===== src/rtl/register_option_spi.sv =====
// Sensor register programmer: SPI mode-0 master that writes, reads back and verifies a fixed table after reset.
// Each frame takes 26 bits of 25 clocks; there is no host-side handshake, and the sequence runs once per reset.
module register_option_spi #(
    parameter int BIT_CYCLES     = 25,
    parameter int SCK_LOW_CYCLES = 12,
    parameter int POWERUP_CYCLES = 100,
    parameter int GAP_CYCLES     = 50,
    parameter int NUM_REGS       = 4,
    parameter int MAX_RETRY      = 3
) (
    input  logic sys_clk_50M,
    input  logic sys_reset_n,
    input  logic data_miso_in,
    output logic ss_n,
    output logic data_mosi_out,
    output logic sck,
    output logic spi_in_flag
);

    localparam int FRAME_BITS = 26;
    localparam int RD_FIRST   = 10;
    localparam int CLK_W      = $clog2(BIT_CYCLES);
    localparam int BIT_W      = $clog2(FRAME_BITS);
    localparam int PWR_W      = $clog2(POWERUP_CYCLES);
    localparam int GAP_W      = $clog2(GAP_CYCLES);
    localparam int IDX_W      = $clog2(NUM_REGS + 1);
    localparam int RETRY_W    = $clog2(MAX_RETRY + 1);

    typedef enum logic [2:0] {
        WAIT_PWR,
        LOAD,
        WR_FRAME,
        GAP,
        RD_FRAME,
        CHECK,
        DONE
    } state_t;

    state_t state, state_nxt;
    state_t after_gap, after_gap_nxt;

    logic [PWR_W-1:0]      pwr_cnt;
    logic [GAP_W-1:0]      gap_cnt;
    logic [CLK_W-1:0]      clk_cnt;
    logic [BIT_W-1:0]      bit_idx;
    logic [IDX_W-1:0]      idx, idx_nxt;
    logic [RETRY_W-1:0]    retry, retry_nxt;
    logic [FRAME_BITS-1:0] shift;
    logic [15:0]           rd_data;
    logic [8:0]            entry_addr;
    logic [15:0]           entry_data;

    logic in_frame, in_frame_nxt, bit_end, frame_end, sample_miso;

    always_comb begin
        entry_addr = 9'h000;
        entry_data = 16'h0000;
        case (idx)
            IDX_W'(0): begin entry_addr = 9'h008; entry_data = 16'h0000; end
            IDX_W'(1): begin entry_addr = 9'h010; entry_data = 16'h0003; end
            IDX_W'(2): begin entry_addr = 9'h020; entry_data = 16'h8421; end
            IDX_W'(3): begin entry_addr = 9'h0C0; entry_data = 16'h0001; end
            default:   begin entry_addr = 9'h000; entry_data = 16'h0000; end
        endcase
    end

    assign in_frame     = (state == WR_FRAME) || (state == RD_FRAME);
    assign in_frame_nxt = (state_nxt == WR_FRAME) || (state_nxt == RD_FRAME);
    assign bit_end      = clk_cnt == CLK_W'(BIT_CYCLES - 1);
    assign frame_end    = bit_end && (bit_idx == BIT_W'(FRAME_BITS - 1));
    // MISO is captured on the edge that raises sck.
    assign sample_miso  = (state == RD_FRAME) && (bit_idx >= BIT_W'(RD_FIRST)) &&
                          (clk_cnt == CLK_W'(SCK_LOW_CYCLES - 1));

    always_comb begin
        state_nxt     = state;
        after_gap_nxt = after_gap;
        idx_nxt       = idx;
        retry_nxt     = retry;
        case (state)
            WAIT_PWR: if (pwr_cnt == PWR_W'(POWERUP_CYCLES - 2)) state_nxt = LOAD;
            LOAD: begin
                retry_nxt = '0;
                state_nxt = WR_FRAME;
            end
            WR_FRAME: if (frame_end) begin
                state_nxt     = GAP;
                after_gap_nxt = RD_FRAME;
            end
            RD_FRAME: if (frame_end) state_nxt = CHECK;
            CHECK: begin
                state_nxt = GAP;
                if (rd_data == entry_data || retry == RETRY_W'(MAX_RETRY)) begin
                    idx_nxt       = idx + IDX_W'(1);
                    after_gap_nxt = (idx + IDX_W'(1) == IDX_W'(NUM_REGS)) ? DONE : LOAD;
                end else begin
                    retry_nxt     = retry + RETRY_W'(1);
                    after_gap_nxt = WR_FRAME;
                end
            end
            GAP: if (gap_cnt == GAP_W'(GAP_CYCLES - 1)) state_nxt = after_gap;
            DONE: state_nxt = DONE;
            default: state_nxt = WAIT_PWR;
        endcase
    end

    always_ff @(posedge sys_clk_50M) begin
        if (!sys_reset_n) begin
            state     <= WAIT_PWR;
            after_gap <= LOAD;
            idx       <= '0;
            retry     <= '0;
        end else begin
            state     <= state_nxt;
            after_gap <= after_gap_nxt;
            idx       <= idx_nxt;
            retry     <= retry_nxt;
        end
    end

    always_ff @(posedge sys_clk_50M) begin
        if (!sys_reset_n) begin
            pwr_cnt <= '0;
            gap_cnt <= '0;
            clk_cnt <= '0;
            bit_idx <= '0;
            shift   <= '0;
            rd_data <= '0;
        end else begin
            if (state == WAIT_PWR) pwr_cnt <= pwr_cnt + PWR_W'(1);

            if (state == GAP && state_nxt == GAP) gap_cnt <= gap_cnt + GAP_W'(1);
            else gap_cnt <= '0;

            if (in_frame) begin
                if (bit_end) begin
                    clk_cnt <= '0;
                    bit_idx <= frame_end ? '0 : bit_idx + BIT_W'(1);
                    shift   <= {shift[FRAME_BITS-2:0], 1'b0};
                end else begin
                    clk_cnt <= clk_cnt + CLK_W'(1);
                end
            end else begin
                clk_cnt <= '0;
                bit_idx <= '0;
                // Read frames carry only address and rw; the data slots stay low.
                if (in_frame_nxt)
                    shift <= (state_nxt == WR_FRAME) ? {entry_addr, 1'b1, entry_data}
                                                     : {entry_addr, 1'b0, 16'h0000};
            end

            if (sample_miso) rd_data <= {rd_data[14:0], data_miso_in};
        end
    end

    assign ss_n          = !in_frame;
    assign sck           = in_frame && (clk_cnt >= CLK_W'(SCK_LOW_CYCLES));
    assign data_mosi_out = in_frame && shift[FRAME_BITS-1];
    assign spi_in_flag   = (state == RD_FRAME) && (bit_idx >= BIT_W'(RD_FIRST));

endmodule


===== config.mk =====
export PLATFORM = sky130hd
export DESIGN_NAME = register_option_spi
export DESIGN_NICKNAME = d
export VERILOG_FILES = /design/src/rtl/register_option_spi.sv
export SDC_FILE = /design/constraint.sdc
export NUM_CORES = 1
export LEC_CHECK = 0
export CELL_PAD_IN_SITES_DETAIL_PLACEMENT = 2
export CELL_PAD_IN_SITES_GLOBAL_PLACEMENT = 2
export CORE_ASPECT_RATIO = 1.5
export CORE_UTILIZATION = 35
export CTS_CLUSTER_SIZE = 25
export DETAILED_ROUTE_END_ITERATION = 7
export GPL_TIMING_DRIVEN = 1
export HOLD_SLACK_MARGIN = 0.05
export PLACE_DENSITY_LB_ADDON = 0.1
export SLEW_MARGIN = 20
export SYNTH_ARGS = -nofsm -noshare
export SYNTH_HDL_FRONTEND = slang
export SYNTH_SLANG_ARGS = --single-unit

===== constraint.sdc =====
create_clock -name sys_clk_50M -period 1.9 [get_ports sys_clk_50M]
set_clock_uncertainty 0.05 [all_clocks]
set_input_delay 0.285 -clock sys_clk_50M [delete_from_list [all_inputs] [get_ports sys_clk_50M]]
set_output_delay 0.285 -clock sys_clk_50M [all_outputs]
set_load 0.1 [all_outputs]

Word-level counts from Yosys, hierarchy flattened
Cells that the tools add are included.
Widths: inputs -> output; s select.
- flip-flop bits (word level): 76
- logic and storage cells: 83
- add/subtract/negate cells: 6
- order comparisons: 2
- bitwise logic cells: 2
- eq/ne operators: 23
- mux-type cells: 18
- reduce and logical (&&, ||, !) cells: 22
- operators by type and width (kind ; number):
    $mux 26 ; 3
    $pmux 16 s3 ; 1
    $pmux 8 s4 ; 1
    $mux 3 ; 7
    $pmux 3 s7 ; 1
    $eq 3x2->1 const B ; 6
    $mux 17 ; 1
    $eq 16x16->1 ; 1
    $eq 3x3->1 const B ; 5
    $reduce_and 2->1 ; 6
    $add 5x1->5 const B ; 2
    $eq 5x5->1 const B ; 2
    $ge 5x4->1 const B ; 2
    $add 7x1->7 const B ; 1
    $eq 7x7->1 const B ; 1
    $add 6x1->6 const B ; 1
    $eq 3x1->1 const B ; 2
    $eq 6x6->1 const B ; 1
    $logic_and 1x1->1 ; 6
    $logic_not 3->1 ; 2
    $pmux 3 s2 ; 1
    $reduce_bool 2->1 ; 3
    $eq 5x4->1 const B ; 1
    $mux 5 ; 1
    11 further kinds ; 15

Depth between registers and ports, before layout
- depth in word-level cells: 8
- depth in mapped cells: 9
- gate-level depth less buffers: 7

Least setup slack after synthesis
Ideal clock, no wire load.
- kind: register to output
- from: reg bit_idx[1]
- to: out spi_in_flag
- cell stages (with the launch flop): 5
- path slack: -1.185 ns
- data arrival time: 2.750 ns
- data required time: 1.565 ns
- cell sequence: dfxtp_1 > ha_1 > or3_1 > a21oi_1 > nor3_1
- word-level cells in the longest chain between the ends: 2
- ends and longest elaborated chain (element ; line ; source):
    from (decl) ; 45 ; logic [BIT_W-1:0] bit_idx;
    from (signal assigned) ; 138 ; bit_idx <= frame_end ? '0 : bit_idx + BIT_W'(1);
    $ge 5x4->1 ; 159 ; assign spi_in_flag = (state == RD_FRAME) && (bit_idx >= BIT_W'(RD_FIRST));
    $logic_and 1x1->1 ; 159 ;
    to (decl) ; 17 ; output logic spi_in_flag
Every way passes these cells.

Worst setup path in the final report
Ends and elaborated chain as after synthesis.

==> flow_summary.json <==
{
  "die_h_um": 124.5,
  "clk_path_buf_depth": 2,
  "cts_buffers": 9,
  "crit_path_end_kind": "output pin",
  "diodes": 0,
  "dp_slack_ps": -137.7,
  "track_usage_pct": 20.44,
  "fp.coreArea_um2": 9689,
  "relSlewSlack_pct": 73.18,
  "max_freq_mhz": 487.7,
  "synth_top_area_cell": "dfxtp_1",
  "place_area_um2": 4084,
  "antenna_found_initial": 0,
  "top_usage_layer": "met2",
  "fin_crit_ps": 2050,
  "postLayoutCellArea_um2": 4954,
  "viasPerCell": 5.441,
  "synth_top_area_share_pct": 43.44,
  "crit_path_max_incr_delay_ps": 370,
  "fp-row-count": 44,
  "netlist_instances": 382,
  "cts_hold_buf": 0,
  "cts_sinks": 76,
  "hpwl_mm": 6.645,
  "grt_pass1_vias": 3327,
  "postSynth.asyncResetShare_pct": 0,
  "io-pin-count": 7,
  "synth_ff_type": "dfxtp_1",
  "timing.hold.ws_ps": 384.4,
  "postLayoutCoreUtil_pct": 51.12,
  "layout_setup_ws_ps": -150.4,
  "grt_pass1_wl_mm": 16.86,
  "die_x_um": 83.68,
  "postRouteAntennaNets": 0,
  "io_buffer_count": 6,
  "yosysSeqAreaShare_pct": 43.44,
  "final_common_cell": "nor2_1",
  "yosysWarnings": 0,
  "vias": 3096,
  "hold_viol_final": 0,
  "cts_tree": "built",
  "drt_iter0_markers": 65,
  "fillCellCount": 993,
  "drive_above_1_share_pct": 36.12,
  "cts_root_buffer": "clkbuf_16",
  "setup_viol": 13,
  "fin_crit_sh_pct": 107.9,
  "synth_area_um2": 3502,
  "wl_per_cell_um": 20.40,
  "overflow": 0,
  "cp_slowest_cell": "dfxtp_4",
  "min_path_type": "flop to flop",
  "synthTopCellsByArea": "dfxtp_1 43%, nor2_1 7.3%, ha_1 5.7%",
  "insertion_delay_ps": 340,
  "path_class": "flop to output pin",
  "synth_fp_nets": 401,
  "avgSynthCellArea_um2": 9.168,
  "status": "complete, but fails checks",
  "met1_usage_pct": 22.74,
  "nets": 468,
  "cp.arrival_ps": 1720,
  "initial_utilization_pct": 36.14,
  "violations": "negative setup slack",
  "cp_data_required_time_ps": 1560,
  "fp.dieArea_um2": 10420,
  "synth-seq-cells": 76,
  "crit_chain": "ha_4, or3_1, a21oi_2, buf_6, nor3_4, buf_12",
  "drc": 0,
  "grt.met2_usage_pct": 38.16,
  "gp_congestion": 0.8086,
  "grt_max_degree": 33,
  "synth_edf_count": 0,
  "wirelength_mm": 11.61,
  "worst_pin_slew_ps": 402.3,
  "finalMaxSlewViolations": 0,
  "h-tree-depth": 3,
  "critPathLaunchType": "flop",
  "ys_types": 53,
  "power_leakage_uw": 0.001994,
  "final_cell_mix": "66 x nor2_1, 64 x dfxtp_1, 57 x buf_4, 19 x mux2i_1, 13 x a22oi_2",
  "clk_pin_slew_ps": 60,
  "cap_violations": 0,
  "area_growth_pct": 41.44,
  "p_per_area_nw_per_um2": 711.3,
  "rsz0062_at_grt": "true",
  "met3_usage_pct": 3.048,
  "cp_max_fo": 5,
  "vdd_drop_max_v": 0.0004938,
  "first_pass_iters": 4
}
## timing repair
| action | in CTS | in global routing |
|---|---|---|
| resized for setup | 43 | 46 |
| setup buffers | 3 | 15 |
| endpoints found under the setup margin | 59 | 57 |
| cloned | 2 | 2 |
| pin swaps | 15 | 14 |
## final cells by class
class	instances	area [um^2]	area share (%)
multi-input combinational	272	2176	43.93
sequential	76	1554	31.37
timing repair buffer	75	693.2	13.99
clock buffer	9	225.2	4.547
tap	115	143.9	2.905
clock inverter	7	98.84	1.995
inverter	15	62.56	1.263
## metrics by stage
stage	cells	setup TNS [ps]	total power, uW
final	569	-655.6	3524
after global routing	569	-2741	3626
after CTS	552	-289.4	3579
after detailed placement	531	-2147	1694
after global placement	531	-150.4	1692
after floorplan	382	-1492	1667
## Yosys cell counts, types with 3 or more instances
cell,number
dfxtp_1,76
nor2_1,68
mux2i_1,19
a22oi_1,16
ha_1,16
inv_1,15
a21oi_1,12
clkbuf_1,12
nand2_1,12
nand3_1,11
xor2_1,10
buf_2,8
nor3_1,8
o21ai_0,8
a211oi_1,7
xnor2_1,7
a31oi_1,5
a221oi_2,4
and2_1,4
and3_1,4
nand2b_1,4
nand4_1,4
nor2b_1,4
nand4b_1,3
o211a_1,3
o211ai_1,3
o21ai_1,3
or3_1,3
## per-layer routing
metal / share of wire (%) / routed length (um) / up-vias
met1: 39 / 4521 / 1554
met4: 2.3 / 272 / 0
met2: 57 / 6643 / 26
li1: - / - / 1499
met3: 1.4 / 168 / 17
met5: 0 / 0 / -
## where the power goes
group	switching [uW]	internal (uW)
logic	33.1	20.7
registers	5.73	1590
clock network	718	1160
## cells by family (layout without fill, tap and decap cells)
family,count (synthesis),after routing,share of synthesized area [%]
xor gates and xnor gates,17,17,4.251
muxes,19,19,5.430
AOI/OAI and AO/OA,77,79,16.19
DFF,76,76,43.44
buffers and inverters,37,106,4.930
adders and majority gates,16,16,5.716
and+or+nand+nor,140,141,20.04
## critical path, delay by kind of cell, from the launching register on
family	cells	cell delay, ps
AOI/OAI and AO/OA	1	160
adders and majority gates	1	150
buffers and inverters	2	300
DFF	1	370
and+or+nand+nor	2	400
## worst paths after layout
kind                 end  cells after the start  startpoint  slack [ps]
max          spi_in_flag                      6  bit_idx[1]        -150
max reg2reg   rd_data[5]                      8  bit_idx[1]         -80
min reg2reg   clk_cnt[0]                      1  clk_cnt[0]         380
min           clk_cnt[0]                      1  clk_cnt[0]         380
## flip-flops by register name, indices dropped and copies added (netlist names)
signal     flops
retry          2
state          3
gap_cnt        6
after_gap      3
clk_cnt        5
idx            3
pwr_cnt        7
shift         26
rd_data       16
bit_idx        5
Power figures use the tool's default switching activity.
